### src/rtl/down_timer.sv
// Loadable down-counter with programmable prescale, one-shot/periodic modes,
// pause via enable and abort. The single terminal-count pulse is done_o.
module down_timer #(
    parameter int Bits         = 8,
    parameter int PrescaleBits = 4
) (
    input  logic                    clk_i,
    input  logic                    rst_i,
    input  logic                    start_i,
    input  logic [Bits-1:0]         load_val_i,
    input  logic                    periodic_i,
    input  logic [PrescaleBits-1:0] prescale_i,
    input  logic                    en_i,
    input  logic                    abort_i,
    output logic [Bits-1:0]         count_o,
    output logic                    busy_o,
    output logic                    done_o
);

    typedef enum logic {
        IDLE = 1'b0,
        RUN  = 1'b1
    } state_t;

    localparam logic [Bits-1:0]         CNT_ZERO   = {Bits{1'b0}};
    localparam logic [Bits-1:0]         CNT_ONE    = {{(Bits-1){1'b0}}, 1'b1};
    localparam logic [PrescaleBits-1:0] PRESC_ZERO = {PrescaleBits{1'b0}};
    localparam logic [PrescaleBits-1:0] PRESC_ONE  = {{(PrescaleBits-1){1'b0}}, 1'b1};

    state_t                  state_r;
    logic [Bits-1:0]         reload_r;
    logic [PrescaleBits-1:0] presc_r;
    logic                    mode_r;
    logic [PrescaleBits-1:0] presc_cnt_r;
    logic                    tick_s;

    // A tick fires on the enabled cycle that completes one prescale period.
    always_comb begin
        tick_s = 1'b0;
        if ((state_r == RUN) && en_i && (presc_cnt_r == presc_r)) begin
            tick_s = 1'b1;
        end else begin
            tick_s = 1'b0;
        end
    end

    // Timer FSM: reset beats abort, abort beats start/tick; all outputs registered.
    always_ff @(posedge clk_i) begin
        if (rst_i) begin
            state_r     <= IDLE;
            count_o     <= CNT_ZERO;
            busy_o      <= 1'b0;
            done_o      <= 1'b0;
            reload_r    <= CNT_ZERO;
            presc_r     <= PRESC_ZERO;
            mode_r      <= 1'b0;
            presc_cnt_r <= PRESC_ZERO;
        end else begin
            done_o <= 1'b0;
            if (abort_i) begin
                // Abort in IDLE only swallows a coincident start.
                if (state_r == RUN) begin
                    state_r <= IDLE;
                    count_o <= CNT_ZERO;
                    busy_o  <= 1'b0;
                end
            end else begin
                case (state_r)
                    IDLE: begin
                        if (start_i) begin
                            if (load_val_i != CNT_ZERO) begin
                                count_o     <= load_val_i;
                                reload_r    <= load_val_i;
                                presc_r     <= prescale_i;
                                mode_r      <= periodic_i;
                                presc_cnt_r <= PRESC_ZERO;
                                busy_o      <= 1'b1;
                                state_r     <= RUN;
                            end else begin
                                count_o <= CNT_ZERO;
                                done_o  <= 1'b1;
                            end
                        end
                    end
                    RUN: begin
                        if (en_i) begin
                            if (tick_s) begin
                                presc_cnt_r <= PRESC_ZERO;
                                if (count_o > CNT_ONE) begin
                                    count_o <= count_o - CNT_ONE;
                                end else if (mode_r) begin
                                    count_o <= reload_r;
                                    done_o  <= 1'b1;
                                end else begin
                                    count_o <= CNT_ZERO;
                                    done_o  <= 1'b1;
                                    busy_o  <= 1'b0;
                                    state_r <= IDLE;
                                end
                            end else begin
                                presc_cnt_r <= presc_cnt_r + PRESC_ONE;
                            end
                        end
                    end
                    default: begin
                        state_r <= IDLE;
                        count_o <= CNT_ZERO;
                        busy_o  <= 1'b0;
                    end
                endcase
            end
        end
    end

endmodule

### config.mk
export PLATFORM = sky130hd
export DESIGN_NAME = down_timer
export DESIGN_NICKNAME = d
export VERILOG_FILES = /design/src/rtl/down_timer.sv
export SDC_FILE = /design/constraint.sdc
export NUM_CORES = 1
export LEC_CHECK = 0
export BUFFER_PORTS_ARGS = -buffer_cell sky130_fd_sc_hd__buf_2
export CAP_MARGIN = 20
export CORE_MARGIN = 5
export CORE_UTILIZATION = 30
export DETAILED_ROUTE_END_ITERATION = 10
export PLACE_DENSITY = 0.61
export SYNTH_ARGS = -nofsm -noshare
export SYNTH_HDL_FRONTEND = slang
export SYNTH_SLANG_ARGS = --single-unit
### constraint.sdc
create_clock -name clk_i -period 1.8 [get_ports clk_i]
set_input_delay 0.18 -clock clk_i [delete_from_list [all_inputs] [get_ports clk_i]]
set_output_delay 0.18 -clock clk_i [all_outputs]
set_load 0.02 [all_outputs]
# After elaboration in Yosys (flattened, before gate mapping)
# Cells that the tools add are included.
[word_totals]
mem_bits_ro = 0
inputBits = 18
elab_cells = 69
ram_bits = 0
output_inout_bits = 10
latchBits = 0
register_bits = 28
n_memories = 0
[op_classes]
multipliers = 0
shifts = 0
muxes = 37
n_eq_ne = 11
order_cmp = 1
n_reduce_logical = 8
div_mod_pow = 0
bitwise_logic = 2
add_sub_neg = 2
[op_table]
columns = ["cell", "n"]
rows = [
  ["8-bit two-way mux", 8],
  ["1-bit two-way mux", 20],
  ["4-bit two-way mux", 4],
  ["8-bit one-hot mux with 2 select lines", 1],
  ["3-bit != test (second input constant)", 5],
  ["4-bit AND reduction", 3],
  ["8-bit by 1-bit > comparator with 1-bit output (second input constant)", 1],
  ["4-bit one-hot mux with 2 select lines", 1],
  ["8-bit nonzero test", 1],
  ["8-bit by 1-bit subtractor with 8-bit output (second input constant)", 1],
  ["7-bit AND reduction", 1],
  ["2-bit != test (second input constant)", 3],
  ["1-bit one-hot mux with 2 select lines", 3],
  ["4-bit by 1-bit adder with 4-bit output (second input constant)", 1],
  ["4-bit == test", 1],
  ["3-bit by 2-bit != test with 1-bit output (second input constant)", 1],
  ["1-bit logical AND", 2],
  ["2-bit by 1-bit != test with 1-bit output (second input constant)", 1],
  ["1-bit NOT", 2],
  ["2-bit OR reduction", 1],
]

# Longest topological paths before layout
[depth]
word_depth = 7
depth_mapped = 9

# Least setup slack after synthesis
# Ideal clock, no wire load.
[synth_timing]
path_type = "reg-to-reg"
from = "reg count_o[0]"
to = "reg count_o[7]"
path_buffers = 1
setup_time_ns = 0.091
t_arrival_ns = 1.984
path_stages_with_launch = 8
path_slack_ns = -0.275
path_cell_list = "dfxtp_1 > clkbuf_1 > inv_1 > ha_1 > o41ai_1 > a21oi_1 > a311o_2 > a311oi_1"
[synth_between]
elab_chain_len = 6
elab_cells_between_ends = 7
[synth_rtl]
columns = ["element", "line", "source"]
rows = [
  ["start, declared", "15", "output logic [Bits-1:0] count_o,"],
  ["start signal, assigned", "72", "count_o <= load_val_i;"],
  ["start signal, assigned", "90", "count_o <= count_o - CNT_ONE;"],
  ["start signal, assigned", "92", "count_o <= reload_r;"],
  ["8-bit by 1-bit subtractor with 8-bit output or 8-bit by 1-bit > comparator with 1-bit output (tied branches)", "90, 89", ""],
  ["8-bit two-way mux (*)", "89", "if (count_o > CNT_ONE) begin"],
  ["8-bit two-way mux (*)", "87", "if (tick_s) begin"],
  ["8-bit two-way mux (*)", "86", "if (en_i) begin"],
  ["8-bit one-hot mux with 2 select lines (*)", "68", "case (state_r)"],
  ["8-bit two-way mux (*)", "60", "if (abort_i) begin"],
]
# Every way passes the cells marked *; elsewhere a longest branch is shown, timed or not. The select of a mux whose other input is x is not followed.
# A chain may end at the register's enable or synchronous reset.

# Final worst setup path
[layout_timing]
from = "reg count_o[2]"
to = "reg busy_o"
[layout_between]
elab_chain_len = 3
[layout_rtl]
columns = ["element", "line", "source"]
rows = [
  ["8-bit by 1-bit > comparator with 1-bit output", "89", ""],
  ["3-bit != test (no line)", "n/a", ""],
  ["7-bit AND reduction (no line)", "n/a", ""],
  ["end signal, assigned", "77", "busy_o <= 1'b1;"],
  ["end signal, assigned", "97", "busy_o <= 1'b0;"],
  ["end signal, assigned", "108", "busy_o <= 1'b0;"],
  ["end, declared", "16", "output logic busy_o,"],
]
# Every way passes these cells.

==> out/metrics.csv <==
stage,metric,value,unit
cells_and_area,ANT cells,0,
synthesis,post-synthesis adder-cell area fraction,0.0243,
power_and_ir_drop,leakage,0.843,nW
die,Die Span Y,81.7,um
clock_tree,clk root buf,clkbuf_8,
placement,DP Area,0.00194,mm2
clock_tree,CTS Hold Bufs,0,
detailed_routing,WL final,4.10,mm
sta,Slew HR,0.634,
hold_path,"Endpoint, Worst Hold",presc_r[2],
synthesis,"Avg Cell Area, Syn",8.08,um2
setup_path,Crit path required time,1.99,ns
cells_and_area,layout cell share with drive strength beyond 1,0.352,
setup_path,R2R Setup Slk,-0.03,ns
hold_path,Hold/Removal Path Class,in -> reg,
detailed_routing,wire per inst,13.4,um
sta,Slew Limit Fails,0,
clock_tree,CTS Buf Count,3,
cells_and_area,Syn-to-layout area delta,32.4,%
clock_tree,Max Buffers Root-to-Sink,2,
cells_and_area,"most common cell after layout, fill and taps aside",buf_2,
setup_path,worst setup path class,reg -> reg,
setup_path,worst reg2reg path depth,5,
grt,total track usage,0.128,
clock_tree,CTS tree,done,
cells_and_area,flip-flop and latch area,571,um2
run_status,failing checks,negative setup slack,
grt,largest net degree at the start of global routing,29,
die,Top Ports,28,
synthesis,"flops & latches, synth",28,
grt,vias in the first global route,1427,
grt,first-pass GRT wire length,6.77,mm
grt,antenna violations before repair,0,
power_and_ir_drop,power density cells,767,mW/mm2
synthesis,largest family of logic cells by synthesized area,simple AND/OR/NAND/NOR gates,
synthesis,Post-Synth Simple-Gate Area,0.270,
synthesis,Synth Cell Area,0.00154,mm2
setup_path,startpoint types,flop,
sta,endpoints failing setup,3,
synthesis,post-synthesis compound-gate area fraction,0.212,
die,Site Rows,26,
placement,gpl congestion,0.861,
cells_and_area,design area,0.00204,mm2
setup_path,crit path max fanout,4,
sta,Setup WS post-layout,-0.0291,ns
setup_path,crit path capture type,flop,
hold_path,HP Start,prescale_i[2],
die,core footprint,0.00504,mm2
run_status,outcome,finished with violations,
clock_tree,H-tree levels,1,
synthesis,Synth Area in XOR/XNOR,0.0397,
synthesis,ys flop type,dfxtp_1,
cells_and_area,# fillers,518,
cells_and_area,final core utilization,0.405,
detailed_routing,Iter 0 DRT Violations,85,
cells_and_area,Final nets,258,
clock_tree,Clock Pin Slew Worst Setup and Hold Paths,0.10,ns
sta,Final Hold Fails,0,
placement,Detail Placement HPWL,3.10,mm
die,Initial Utilization,0.306,
sta,Worst-Margin Slew,0.549,ns
synthesis,unique cell type count in the Yosys netlist,51,
sta,Final Critical Period,1.83,ns
sta,Peak Freq,0.547,GHz
hold_path,hold path depth,3,
clock_tree,clk_lat worst skew,0.28,ns
setup_path,worst path arrival time,2.02,ns
detailed_routing,Final ANT Viol Nets,0,
setup_path,reg-to-reg startpoint,count_o[2],
setup_path,Critical R2R Capture,busy_o,
cells_and_area,area of the multi-input gates,975,um2
synthesis,Yosys warning total,0,
sta,Clock Skew,0.00741,ns
placement,PortBufs,27,
detailed_routing,DR vias/cell,4.92,
sta,RSZ-0062 raised after global routing,yes,
cells_and_area,most frequent cells in the layout,"buf_2 (27), nand2_1 (24), dfxtp_1 (24), buf_4 (24), nor2_1 (23)",
synthesis,Mapped Cells,191,
synthesis,Synthesized Nets,212,
sta,final hold slack,0.131,ns
synthesis,Post-synth EDFFs,0,
synthesis,Synth async-reset ratio,0,
clock_tree,CTS Sinks,28,
synthesis,mux share of post-synthesis cell area,0.0389,
power_and_ir_drop,Peak VDD IR,329,uV
die,Die X,81.7,um
die,Die ar.,0.00668,mm2
synthesis,"Seq/Total Area, Yosys",0.363,
run,max-cap violations,0,
detailed_routing,drt drc,0,
grt,final global-route overflow total,0,
sta,period utilisation layout,1.02,
detailed_routing,drt first pass iters,4,
detailed_routing,via count,1506,
[Yosys cell counts, types with 2 or more instances]
| cell | number | area share |
|---|---|---|
| a21oi_1 | 15 | 0.049 |
| o21ai_0 | 5 | 0.016 |
| inv_1 | 5 | 0.012 |
| nand2_1 | 24 | 0.058 |
| xor2_1 | 3 | 0.017 |
| nand3b_1 | 2 | 0.0097 |
| nand3_1 | 11 | 0.036 |
| clkbuf_1 | 7 | 0.017 |
| ha_1 | 3 | 0.024 |
| xnor2_1 | 4 | 0.023 |
| dfxtp_1 | 28 | 0.36 |
| a311oi_1 | 9 | 0.051 |
| mux2i_1 | 6 | 0.039 |
| or4_1 | 2 | 0.0097 |
| buf_4 | 2 | 0.0097 |
| nor3_1 | 4 | 0.013 |
| and3_1 | 5 | 0.020 |
| nor2_1 | 23 | 0.056 |
[sequential cells by signal, summed over array words and instances, names as in the netlist]
| name | flops |
|---|---|
| reload_r | 8 |
| presc_r | 4 |
| presc_cnt_r | 4 |
| count_o | 8 |
| done_o | 1 |
| busy_o | 1 |
| state_r | 1 |
| mode_r | 1 |
[stage by stage]
stage          total power [mW]  TNS [ns]  setup WS (ns)  cells
2_1_floorplan              1.01   -0.0114        -0.0114    191
3_3_place_gp               1.19         0        0.00150    302
3_5_place_dp               1.19   -0.0696        -0.0112    302
4_1_cts                    1.56   -0.0703        -0.0302    306
5_1_grt                    1.65    -0.411        -0.0771    306
6_report                   1.57   -0.0419        -0.0291    306
[how the worst max path moves through the flow]
stage                           from         end  slack (ns)  cells past startpoint
after global placement    count_o[3]  count_o[7]       0.001                      5
after detailed placement  count_o[3]      busy_o       -0.01                      5
after CTS                 count_o[3]  count_o[7]       -0.03                      5
after global routing      count_o[2]  count_o[7]       -0.08                      5
final                     count_o[2]      busy_o       -0.03                      5
after floorplan           count_o[0]  count_o[7]       -0.01                      7
[power by group]
part | leakage [nW] | internal (mW) | switching [mW]
sequential | 0.231 | 0.659 | 0.0320
combinational | 0.590 | 0.237 | 0.281
clock | 0.0228 | 0.159 | 0.199
total | 0.843 | 1.05 | 0.512
[critical path, stage by stage (launching register included)]
cell	delay [ns]
dfxtp_2	0.34
or4_4	0.56
or3_4	0.38
o21ai_4	0.17
a31oi_1	0.10
a311oi_1	0.19
[what timing repair did]
action | in CTS | in global routing
buffers inserted | 0 | 0
cloned | 0 | 0
pin swaps | 1 | 15
endpoints found under the setup margin | 4 | 10
resized for setup | 0 | 16
[cell type report]
| type | count | share of cell area |
|---|---|---|
| multi-input cells | 146 | 0.477 |
| flip-flops and latches | 28 | 0.279 |
| repair buffers | 53 | 0.170 |
| well taps | 70 | 0.0429 |
| clock buffers | 4 | 0.0220 |
| inverters | 5 | 0.00919 |
[logic make-up after synthesis]
| family | after synthesis |
|---|---|
| AO/OA/AOI/OAI | 46 |
| XOR/XNOR | 7 |
| adder cells (fa/ha/maj) | 3 |
| buffers and inverters | 17 |
| AND/OR/NAND/NOR | 84 |
| flip-flops | 28 |
| multiplexers | 6 |
[per-layer routing]
metal  up-vias  GRT usage  share of wire
met2        26      0.204           0.46
met1       695      0.177           0.50
met4         0     0.0449          0.010
li1        783          -              -
met5         -          0              0
met3         2     0.0132          0.032
Power figures use the tool's default switching activity.
